===== src/rtl/csa_pkg.sv =====
`default_nettype none
// ============================================================================
// Module : csa_pkg
// Brief  : Default sizing constants and level-offset helpers for csa_pipe_add.
// Rev    : 1.0  initial release
// ============================================================================
package csa_pkg;

    localparam int CSA_WIDTH = 32;
    localparam int CSA_BLK   = 4;
    localparam int CSA_BPS   = 4;

    // Operand level L keeps only bits [WIDTH-1 : L*SW]; levels are packed back to back.
    function automatic int csa_opnd_off(input int lvl, input int width, input int sw);
        return lvl * width - (sw * lvl * (lvl - 1)) / 2;
    endfunction

    // Sum level L (L >= 1) keeps bits [L*SW-1 : 0]; levels are packed back to back.
    function automatic int csa_sum_off(input int lvl, input int sw);
        return (sw * lvl * (lvl - 1)) / 2;
    endfunction

endpackage
`default_nettype wire


===== src/rtl/csa_blk.sv =====
`default_nettype none
// ============================================================================
// Module : csa_blk
// Brief  : BLK-bit carry-select block: two ripple sums (carry 0 / carry 1),
//          the incoming carry picks the sum bits and the block carry-out.
// Rev    : 1.0  initial release
// ============================================================================
module csa_blk
    import csa_pkg::*;
#(
    parameter int BLK = CSA_BLK
) (
    input  logic [BLK-1:0] i_a,
    input  logic [BLK-1:0] i_b,
    input  logic           i_cin,
    output logic [BLK-1:0] o_sum,
    output logic           o_cout
);

    logic [BLK-1:0] w_s0;
    logic [BLK-1:0] w_s1;
    logic [BLK:0]   w_c0;
    logic [BLK:0]   w_c1;

    always_comb begin
        w_s0    = '0;
        w_s1    = '0;
        w_c0    = '0;
        w_c1    = '0;
        w_c1[0] = 1'b1;
        for (int i = 0; i < BLK; i++) begin
            w_s0[i]   = i_a[i] ^ i_b[i] ^ w_c0[i];
            w_c0[i+1] = (i_a[i] & i_b[i]) | (w_c0[i] & (i_a[i] ^ i_b[i]));
            w_s1[i]   = i_a[i] ^ i_b[i] ^ w_c1[i];
            w_c1[i+1] = (i_a[i] & i_b[i]) | (w_c1[i] & (i_a[i] ^ i_b[i]));
        end
    end

    assign o_sum  = i_cin ? w_s1 : w_s0;
    assign o_cout = i_cin ? w_c1[BLK] : w_c0[BLK];

endmodule
`default_nettype wire


===== src/rtl/csa_pipe_add.sv =====
`default_nettype none
// ============================================================================
// Module : csa_pipe_add
// Brief  : Pipelined carry-select adder, WIDTH/(BLK*BPS) stages, valid/ready
//          handshake with a global stall. Define CSA_PIPE_OVF_EN to add ovf.
// Rev    : 1.0  initial release
// ============================================================================
module csa_pipe_add
    import csa_pkg::*;
#(
    parameter int WIDTH = CSA_WIDTH,
    parameter int BLK   = CSA_BLK,
    parameter int BPS   = CSA_BPS
) (
    input  logic             clk,
    input  logic             rst_n,
    input  logic [WIDTH-1:0] a,
    input  logic [WIDTH-1:0] b,
    input  logic             cin,
    input  logic             in_valid,
    output logic             in_ready,
    output logic [WIDTH-1:0] sum,
    output logic             cout,
    output logic             out_valid,
`ifdef CSA_PIPE_OVF_EN
    output logic             ovf,
`endif
    input  logic             out_ready
);

    localparam int SW   = BLK * BPS;
    localparam int NSTG = (SW > 0) ? (WIDTH / SW) : 1;
    localparam int OTOT = csa_opnd_off(NSTG, WIDTH, SW);
    localparam int STOT = csa_sum_off(NSTG + 1, SW);

    if ((BLK < 1) || ((WIDTH % ((SW > 0) ? SW : 1)) != 0)) begin : g_cfg_err
        $error("csa_pipe_add: WIDTH must be a multiple of BLK*BPS and BLK must be >= 1");
    end

    logic            w_en;
    logic [NSTG:0]   w_v;
    logic [NSTG:0]   w_c;
    logic [OTOT-1:0] w_a;
    logic [OTOT-1:0] w_b;
    logic [STOT-1:0] w_s;
`ifdef CSA_PIPE_OVF_EN
    logic            w_ovf_nxt;
    logic            r_ovf;
`endif

    assign w_en     = out_ready | ~w_v[NSTG];
    assign in_ready = w_en;

    // Level 0 captures the operands on the accepting edge.
    logic             r_v0;
    logic             r_c0;
    logic [WIDTH-1:0] r_a0;
    logic [WIDTH-1:0] r_b0;

    always_ff @(posedge clk or negedge rst_n) begin
        if (!rst_n) begin
            r_v0 <= 1'b0;
            r_c0 <= 1'b0;
            r_a0 <= '0;
            r_b0 <= '0;
        end else if (w_en) begin
            r_v0 <= in_valid;
            r_c0 <= cin;
            r_a0 <= a;
            r_b0 <= b;
        end
    end

    assign w_v[0]         = r_v0;
    assign w_c[0]         = r_c0;
    assign w_a[WIDTH-1:0] = r_a0;
    assign w_b[WIDTH-1:0] = r_b0;

    for (genvar k = 0; k < NSTG; k++) begin : g_stg
        localparam int OOFF = csa_opnd_off(k, WIDTH, SW);
        localparam int SOFF = csa_sum_off(k + 1, SW);

        logic [SW-1:0]         w_sa;
        logic [SW-1:0]         w_sb;
        logic [SW-1:0]         w_ss;
        logic [BPS:0]          w_bc;
        logic [(k+1)*SW-1:0]   w_snext;
        logic [(k+1)*SW-1:0]   r_s;
        logic                  r_v;
        logic                  r_c;

        assign w_sa    = w_a[OOFF +: SW];
        assign w_sb    = w_b[OOFF +: SW];
        assign w_bc[0] = w_c[k];

        for (genvar j = 0; j < BPS; j++) begin : g_blk
            csa_blk #(
                .BLK    (BLK)
            ) u_blk (
                .i_a    (w_sa[j*BLK +: BLK]),
                .i_b    (w_sb[j*BLK +: BLK]),
                .i_cin  (w_bc[j]),
                .o_sum  (w_ss[j*BLK +: BLK]),
                .o_cout (w_bc[j+1])
            );
        end

        if (k == 0) begin : g_s_lsb
            assign w_snext = w_ss;
        end else begin : g_s_acc
            localparam int PSOFF = csa_sum_off(k, SW);
            assign w_snext = {w_ss, w_s[PSOFF +: k*SW]};
        end

        always_ff @(posedge clk or negedge rst_n) begin
            if (!rst_n) begin
                r_v <= 1'b0;
                r_c <= 1'b0;
                r_s <= '0;
            end else if (w_en) begin
                r_v <= w_v[k];
                r_c <= w_bc[BPS];
                r_s <= w_snext;
            end
        end

        assign w_v[k+1]                 = r_v;
        assign w_c[k+1]                 = r_c;
        assign w_s[SOFF +: (k+1)*SW]    = r_s;

        // Unresolved operand bits ride along to the next stage.
        if (k < NSTG - 1) begin : g_opnd
            localparam int ONW  = WIDTH - (k + 1) * SW;
            localparam int NOFF = csa_opnd_off(k + 1, WIDTH, SW);
            logic [ONW-1:0] r_a;
            logic [ONW-1:0] r_b;

            always_ff @(posedge clk or negedge rst_n) begin
                if (!rst_n) begin
                    r_a <= '0;
                    r_b <= '0;
                end else if (w_en) begin
                    r_a <= w_a[OOFF+SW +: ONW];
                    r_b <= w_b[OOFF+SW +: ONW];
                end
            end

            assign w_a[NOFF +: ONW] = r_a;
            assign w_b[NOFF +: ONW] = r_b;
        end

`ifdef CSA_PIPE_OVF_EN
        if (k == NSTG - 1) begin : g_ovf
            assign w_ovf_nxt = (w_sa[SW-1] ^ w_sb[SW-1] ^ w_ss[SW-1]) ^ w_bc[BPS];
        end
`endif
    end

`ifdef CSA_PIPE_OVF_EN
    always_ff @(posedge clk or negedge rst_n) begin
        if (!rst_n) begin
            r_ovf <= 1'b0;
        end else if (w_en) begin
            r_ovf <= w_ovf_nxt;
        end
    end

    assign ovf = r_ovf;
`endif

    assign sum       = w_s[csa_sum_off(NSTG, SW) +: WIDTH];
    assign cout      = w_c[NSTG];
    assign out_valid = w_v[NSTG];

endmodule
`default_nettype wire


===== config.mk =====
export PLATFORM = sky130hd
export DESIGN_NAME = csa_pipe_add
export DESIGN_NICKNAME = d
export VERILOG_FILES = /design/src/rtl/csa_pkg.sv /design/src/rtl/csa_blk.sv /design/src/rtl/csa_pipe_add.sv
export SDC_FILE = /design/constraint.sdc
export NUM_CORES = 1
export LEC_CHECK = 0
export ABC_AREA = 1
export CORE_MARGIN = 10
export CORE_UTILIZATION = 54
export DETAILED_ROUTE_END_ITERATION = 10
export GPL_TIMING_DRIVEN = 0
export PLACE_DENSITY = 0.84
export SLEW_MARGIN = 0
export SYNTH_ARGS = -nofsm -noshare
export SYNTH_HDL_FRONTEND = slang
export SYNTH_SLANG_ARGS = --single-unit
export TNS_END_PERCENT = 5

===== constraint.sdc =====
create_clock -name clk -period 12.35 [get_ports clk]
set_input_delay 1.8525 -clock clk [delete_from_list [all_inputs] [get_ports clk]]
set_output_delay 1.8525 -clock clk [all_outputs]
set_load 0.005 [all_outputs]

* Word-level counts from Yosys, hierarchy flattened
Cells that the tools add are included.
** Storage, ports and cells
- Register bits :: 150
- Bits of input ports :: 69
- Output and inout bits :: 35
- Logic and storage cells :: 254
** Cells by class
- Mux-type cells :: 16
- Bitwise operators :: 226
** Operators by type and width (count)
- bitwise AND 1 bit :: 80
- XOR 1 bit :: 80
- OR 1 bit :: 57
- 2-to-1 mux 4 bit :: 8
- NOT 1 bit :: 9
- 2-to-1 mux 1 bit :: 8

* Logic depth before layout (Yosys ltp)
Gate-level depths: netlist of the first run.
- Word-level depth :: 12
- Gate-level depth with buffers :: 26

* Cells and area by module
From an unflattened synthesis of the first run, not the netlist that was laid out.
** Second synthesis, totals
- Cells, all modules :: 834
- Area, all modules :: 7213.2 um^2
** By module, submodules not included
- csa_pipe_add :: times used 1, cells each 650, area each 5982.0 um^2
- csa_blk :: times used 8, cells each 23, area each 153.9 um^2

* Least setup slack after synthesis of the first run
No wires, ideal clock.
- Path kind :: register to register
- Start point :: register r_b0[0]
- End point :: register g_stg[0].r_s[15]
- Arrival :: 6588 ps
- Data required time :: 12267 ps
- Setup slack :: 5680 ps
- Stages on the path, launching flop included :: 26
- Buffers on the path :: 0
- Period minus slack after synthesis :: 6670 ps
- Cells stage by stage :: dfrtp_1 ha_1 nand2_1 o21ai_0 fa_1 fa_1 inv_1 fa_1 inv_1 nand2_1 o21ai_0 fa_1 fa_1 fa_1 nand2_1 o21ai_0 fa_1 fa_1 fa_1 inv_1 o21ai_0 fa_1 fa_1 inv_1 fa_1 o21ai_0
** On the way
- Word-level cells in the longest chain between the ends :: 12
- Elaborated cells between the ends (all ways) :: 19
** Ends and longest elaborated chain
- start, declared :: line csa_pipe_add.sv:58 : logic [WIDTH-1:0] r_b0;
- start signal, assigned :: line csa_pipe_add.sv:65 : r_b0 <= '0;
- start signal, assigned :: line csa_pipe_add.sv:70 : r_b0 <= b;
- bitwise AND 1 bit / XOR 1 bit (equally long branches)
- OR 1 bit :: line csa_blk.sv:35 : w_c1[i+1] = (i_a[i] & i_b[i]) | (w_c1[i] & (i_a[i] ^ i_b[i]));
- bitwise AND 1 bit :: line csa_blk.sv:35
- OR 1 bit :: line csa_blk.sv:35
- bitwise AND 1 bit :: line csa_blk.sv:35
- OR 1 bit :: line csa_blk.sv:35
- bitwise AND 1 bit :: line csa_blk.sv:35
- OR 1 bit :: line csa_blk.sv:35
- 2-to-1 mux 1 bit (*) (3 in series) :: line csa_blk.sv:40 : assign o_cout = i_cin ? w_c1[BLK] : w_c0[BLK];
- 2-to-1 mux 4 bit (*) :: line csa_blk.sv:39 : assign o_sum = i_cin ? w_s1 : w_s0;
- end signal, assigned :: line csa_pipe_add.sv:123 : r_s <= w_snext;
- end, declared :: line csa_pipe_add.sv:88 : logic [(k+1)*SW-1:0] r_s;
Every way passes the cells marked *; elsewhere a longest branch is shown, timed or not.
A chain may end at the register's enable or synchronous reset.

* Worst setup path in the final report of the first run
Ends and elaborated chain as after synthesis.

==> flow_metrics.env, run 1 <==
export IMPL_tns_ns=0
export IMPL_postCtsHoldBufs=0
export IMPL_netlist_area_um2=6550
export IMPL_p_per_area_nw_per_um2=245
export IMPL_antenna_cells=0
export IMPL_drv_slew=0
export IMPL_dieArea_um2=16900
export IMPL_grt_pass1_vias=5625
export IMPL_hold_viol=0
export IMPL_synth_fa_ha_area_frac=0.104
export IMPL_wl_per_cell_um=18.2
export IMPL_crit_arrival_ns=7.82
export IMPL_vias=5218
export IMPL_clk_pin_slew_worst_paths_ns=0.06
export IMPL_regToRegSetupSlack_ns=4.87
export IMPL_cts_resized=0
export IMPL_syn_to_final_growth_pct=29.0
export IMPL_finalCriticalPeriod_ns=7.48
export IMPL_leakagePower_nw=4.30
export IMPL_drtIter0Drc=515
export IMPL_ys_seq_area_frac=0.573
export IMPL_die_height_um=130
export IMPL_grt_pass1_wl_um=28700
export IMPL_dpl_hpwl_um=12000
export IMPL_max_clock_freq_mhz=134
export IMPL_rows=40
export IMPL_syn_inst=705
export IMPL_finalWirelength_um=17900
export IMPL_cts_root_buf="clkbuf_16"
export IMPL_drv_cap=0
export IMPL_holdCritStartpoint="g_stg[0].r_v$_DFFE_PN0P_"
export IMPL_syn_num_nets=814
export IMPL_hold_class="reg2reg"
export IMPL_skew_ns=0.00932
export IMPL_finalCritPeriodShare=0.606
export IMPL_gp_congestion=0.884
export IMPL_synth_common_cells="nand2_1, dfrtp_1, o21ai_0"
export IMPL_synth_area_top_cells="dfrtp_1, nand2_1, fa_1, o21ai_0, inv_1"
export IMPL_synthDistinctLibCells=12
export IMPL_grt_use_total=0.223
export IMPL_tightest_slew_ns=0.652
export IMPL_cts_sinks=150
export IMPL_path_class="reg2reg"
export IMPL_antenna_found_initial=0
export IMPL_die_w_um=130
export IMPL_async_flop_share=1.00
export IMPL_pre_cts_ws_ns=5.16
export IMPL_drive_gt1_frac=0.0619
export IMPL_cp_start_kind="flip-flop"
export IMPL_cp_end_kind="flip-flop"
export IMPL_synth_compound_area_frac=0.0519
export IMPL_io_buffers=103
export IMPL_clkLatencyLatePin_ns=0.43
export IMPL_cts_tree="done"
export IMPL_yosysTopAreaCell="dfrtp_1"
export IMPL_rsz0062_at_grt="no"
export IMPL_synth_edf_count=0
export IMPL_postCtsSetupRepairBufs=0
export IMPL_start_util=0.548
export IMPL_slew_headroom=0.566
export IMPL_startpoint="r_b0[0]$_DFFE_PN0P_"
export IMPL_post_route_drc_count=0
export IMPL_synth_simple_gate_area_frac=0.205
export IMPL_synth_top_area_share=0.573
export IMPL_synth_seq_cells=150
export IMPL_detail_route_antenna_nets=0
export IMPL_cts_max_level=4
export IMPL_cts_made_buffers=17
export IMPL_required_ns=12.69
export IMPL_status="finished clean"
export IMPL_timing_final_ws_setup_ns=4.87
export IMPL_final_setup_viol_count=0
export IMPL_grt_start_max_net_pins=81
export IMPL_yosysWarningCount=0
export IMPL_synth_top_family_by_area="simple AND/OR/NAND/NOR gates"
export IMPL_core_area_um2=12000
export IMPL_ctsLongestPathBuffers=2
export IMPL_fin_util=0.707
export IMPL_grt_ovfl_total=0
export IMPL_synth_xor_area_frac=0
export IMPL_first_pass_iters=6
export IMPL_via_per_inst=5.29
export IMPL_cp_max_fo=4
export IMPL_synth_avg_cell_area_um2=9.30
export IMPL_vdd_ir_drop_max_mv=0.0871
export IMPL_synth_most_common_cell="nand2_1"
export IMPL_synth_mux_area_frac=0
export IMPL_r2r_start="r_b0[0]$_DFFE_PN0P_"
export IMPL_io_pins=104
export IMPL_fin_nets=937
export IMPL_ys_flop_type="dfrtp_1"
==> logic make-up (layout without fill, tap and decap cells) <==
group / after synthesis / count (layout)
AOI/OAI and AO/OA: 68 / 68
adders and majority gates: 40 / 40
buffers and inverters: 93 / 228
and+or+nand+nor: 354 / 354
DFF: 150 / 150
==> per-layer routing <==
| layer | GRT usage | up-vias | part of all wire |
|---|---|---|---|
| met4 | 0.0972 | 0 | 0.031 |
| li1 | - | 2384 | - |
| met3 | 0.0665 | 44 | 0.071 |
| met5 | 0 | - | 0 |
| met1 | 0.258 | 2585 | 0.39 |
| met2 | 0.377 | 205 | 0.51 |
==> final timing paths <==
check / endpoint / cells past startpoint
min reg2reg: out_valid$_DFFE_PN0P_ / 2
max in group asynchronous: g_stg[0].g_opnd.r_a[13]$_DFFE_PN0P_ / 2
min: out_valid$_DFFE_PN0P_ / 2
min in group asynchronous: sum[4]$_DFFE_PN0P_ / 1
max: g_stg[0].r_s[15]$_DFFE_PN0P_ / 25
max reg2reg: g_stg[0].r_s[15]$_DFFE_PN0P_ / 25
==> layout by cell type, fill, tap and decap left out, drive strengths merged <==
master	instances
buf	23
bufinv	5
clkbuf	35
clkdlybuf4s50	102
clkinv	1
clkinvlp	1
dfrtp	150
fa	24
ha	16
inv	61
nand2	345
nand3	8
nor2	1
o21ai	68
==> per-stage QoR <==
stage               cell area [um^2]  hold slack, ns  total power [W]  instances
global placement                7770           0.431          0.00141        955
detailed placement              7800           0.454          0.00146        956
finish                          8460           0.464          0.00207        987
floorplan                       6550           0.420          0.00114        705
global route                    8460           0.480          0.00220        987
CTS                             8460           0.463          0.00207        987
==> critical path, cell delays in order (launching register included) <==
cell and delay (ns):
dfrtp_1 0.38, ha_1 0.19, nand2_1 0.07, o21ai_0 0.22, fa_1 0.53, fa_1 0.46
inv_1 0.09, fa_1 0.21, inv_1 0.09, nand2_1 0.06, o21ai_0 0.16, fa_1 0.49
fa_1 0.48, fa_1 0.50, nand2_1 0.08, o21ai_0 0.14, fa_1 0.48, fa_1 0.47
fa_1 0.44, inv_1 0.10, o21ai_0 0.12, fa_1 0.46, fa_1 0.47, inv_1 0.11
fa_1 0.41, o21ai_0 0.19
==> sequential cells by signal, indices dropped and copies added (netlist names) <==
signal and count:
r_b0 32, cout 1, g_stg.r_v 1, r_v0 1, g_stg.g_opnd.r_b 16, g_stg.g_opnd.r_a 16, r_c0 1, out_valid 1
g_stg.r_c 1, g_stg.r_s 16, sum 32, r_a0 32
==> final cells by class <==
type	count	area, um^2
Sequential cell	150	3750
Fill cell	842	3510
Multi-Input combinational cell	462	2370
Timing Repair Buffer	104	1060
Clock buffer	24	492
Inverter	61	229
Buffer	32	204
Tap cell	147	184
Clock inverter	7	166
==> power by group <==
group          switching, W  internal [W]
clock              0.000200      0.000380
sequential         0.000113      0.000670
combinational      0.000398      0.000314
total              0.000711       0.00136
Note: power is estimated with default switching activity, not from simulation.
==> inputs of run 2 (changes only) <==
- clock period: 12.35 -> 7.8 ns (I/O delays scaled with it)
==> run 2 against run 1 <==
Compared with the run above:
- critical endpoint unchanged
- critical path type unchanged
- non-clock buffer count unchanged
- maximum frequency is 1.7% higher
- first-iteration DRC count rose by 0.39%
- sequential power grew 58%
- register-to-register slack got worse by 4.4 ns
- routed wire length is essentially flat
- die area is the same
- sequential share of layout area unchanged
- global-route usage unchanged
- sequential cell count is the same
- hold slack worse by 0.0018 ns
- utilization did not move
==> flow_metrics.env, run 2 (same netlist as run 1, synthesis figures left out) <==
export IMPL_r2r_start="r_a0[0]$_DFFE_PN0P_"
export IMPL_postCtsSetupRepairBufs=0
export IMPL_io_buffers=103
export IMPL_dieArea_um2=16900
export IMPL_path_buf_inv=5
export IMPL_cts_sinks=150
export IMPL_slew_headroom=0.563
export IMPL_p_switching_w=0.00113
export IMPL_core_area_um2=12000
export IMPL_cp_end_kind="flip-flop"
export IMPL_cts_max_level=4
export IMPL_whs_path_depth=2
export IMPL_hold_class="reg2reg"
export IMPL_grt_use_total=0.223
export IMPL_syn_to_final_growth_pct=29.0
export IMPL_tns_ns=0
export IMPL_crit_arrival_ns=7.70
export IMPL_drv_slew=0
export IMPL_clkPwrFrac=0.280
export IMPL_power_frac_seq=0.377
export IMPL_slowest_delay_ns=0.50
export IMPL_power_w=0.00328
export IMPL_detail_route_antenna_nets=0
export IMPL_regToRegSetupSlack_ns=0.44
export IMPL_fillers=842
export IMPL_rows=40
export IMPL_ctsLongestPathBuffers=2
export IMPL_rr_worst_depth=25
export IMPL_postCtsHoldBufs=0
export IMPL_worst_path_most_repeated_cell="fa_1"
export IMPL_drv_cap=0
export IMPL_grt_pass1_vias=5625
export IMPL_hold_viol=0
export IMPL_die_height_um=130
export IMPL_leakagePower_nw=4.30
export IMPL_die_w_um=130
export IMPL_rsz0062_at_grt="no"
export IMPL_final_setup_viol_count=0
export IMPL_skew_ns=0.00946
export IMPL_layout_commonest_cell="nand2_1"
export IMPL_grt_start_max_net_pins=81
export IMPL_power_internal_w=0.00216
export IMPL_cp_start_kind="flip-flop"
export IMPL_dpl_hpwl_um=12000
export IMPL_antenna_found_initial=0
export IMPL_via_per_inst=5.30
export IMPL_cts_resized=0
export IMPL_required_ns=8.14
export IMPL_fin_nets=937
export IMPL_cp_max_fo=4
export IMPL_antenna_cells=0
export IMPL_finalCriticalPeriod_ns=7.36
export IMPL_clk_pin_slew_worst_paths_ns=0.06
export IMPL_post_route_drc_count=0
export IMPL_start_util=0.548
export IMPL_crit_family="adder cells"
export IMPL_finalCritPeriodShare=0.943
export IMPL_swShare=0.343
export IMPL_comb_power_share=0.342
export IMPL_r2r_end="g_stg[0].r_s[15]$_DFFE_PN0P_"
export IMPL_holdWs_ns=0.462
export IMPL_crit_path_top_delay_cell="fa_1"
export IMPL_vdd_ir_drop_max_mv=0.138
export IMPL_drive_gt1_frac=0.0619
export IMPL_grt_ovfl_total=0
export IMPL_finalWirelength_um=17900
export IMPL_holdPathEnd="out_valid$_DFFE_PN0P_"
export IMPL_tightest_slew_ns=0.656
export IMPL_max_clock_freq_mhz=136
export IMPL_io_pins=104
export IMPL_gp_congestion=0.884
export IMPL_layout_common_cells="nand2_1, dfrtp_1, clkdlybuf4s50_1, o21ai_0, inv_1"
export IMPL_wl_per_cell_um=18.2
export IMPL_vias=5227
export IMPL_holdCritStartpoint="g_stg[0].r_v$_DFFE_PN0P_"
export IMPL_clkLatencyLatePin_ns=0.43
export IMPL_cts_made_buffers=17
export IMPL_drtIter0Drc=517
export IMPL_grt_pass1_wl_um=28700
export IMPL_cts_tree="done"
export IMPL_cts_root_buf="clkbuf_16"
export IMPL_status="finished clean"
export IMPL_p_per_area_nw_per_um2=388
export IMPL_fin_util=0.707
export IMPL_first_pass_iters=6
export IMPL_path_class="reg2reg"
==> run 2: cell types whose count changed in the layout (fill, tap and decap cells not counted) <==
cell     before  now
o21ai_0      68   67
o21ai_1       0    1
==> run 2: cell type report <==
cell class,instances,area [um^2],area share
Multi-Input combinational cell,462,2370,0.280
Clock buffer,24,492,0.0582
Tap cell,147,184,0.0218
Sequential cell,150,3750,0.444
Buffer,32,204,0.0241
Inverter,61,229,0.0271
Timing Repair Buffer,104,1060,0.125
Clock inverter,7,166,0.0197
==> run 2: worst max-delay path by stage <==
stage	cells past startpoint	start	to
4_1_cts	25	r_b0[0]$_DFFE_PN0P_	g_stg[0].r_s[15]$_DFFE_PN0P_
6_report	25	r_a0[0]$_DFFE_PN0P_	g_stg[0].r_s[15]$_DFFE_PN0P_
3_5_place_dp	25	r_b0[0]$_DFFE_PN0P_	g_stg[0].r_s[15]$_DFFE_PN0P_
5_1_grt	25	r_b0[0]$_DFFE_PN0P_	g_stg[0].r_s[15]$_DFFE_PN0P_
3_3_place_gp	1	rst_n	sum[25]$_DFFE_PN0P_
2_1_floorplan	25	r_b0[0]$_DFFE_PN0P_	g_stg[0].r_s[15]$_DFFE_PN0P_
==> run 2: power groups by stage <==
stage | Sequential, W | Clock, W | Combinational, W
after floorplan | 0.00121 | 0 | 0.000602
after global placement | 0.00122 | 0 | 0.00101
after detailed placement | 0.00124 | 0 | 0.00107
after CTS | 0.00124 | 0.000918 | 0.00113
after global routing | 0.00127 | 0.000948 | 0.00127
final | 0.00124 | 0.000920 | 0.00112
==> run 2: routing by layer <==
layer	GRT usage	vias to the layer above	wire, um
met4	0.0972	0	570
li1	-	2385	-
met5	0	-	0
met1	0.258	2583	6940
met2	0.377	212	9090
met3	0.0665	47	1350
==> run 2: tightest hold or removal path, stage by stage, from the launching register on <==
cell and delay, ns:
dfrtp_1 0.32, inv_1 0.05, nand2_1 0.07
==> run 2: stage by stage <==
stage / worst slack, ns / cells / area (um^2)
after floorplan: 1.13 / 705 / 6550
after global placement: -0.286 / 955 / 7770
after detailed placement: 0.609 / 956 / 7800
after CTS: 0.338 / 987 / 8460
after global routing: 0.0924 / 987 / 8460
final: 0.442 / 987 / 8460
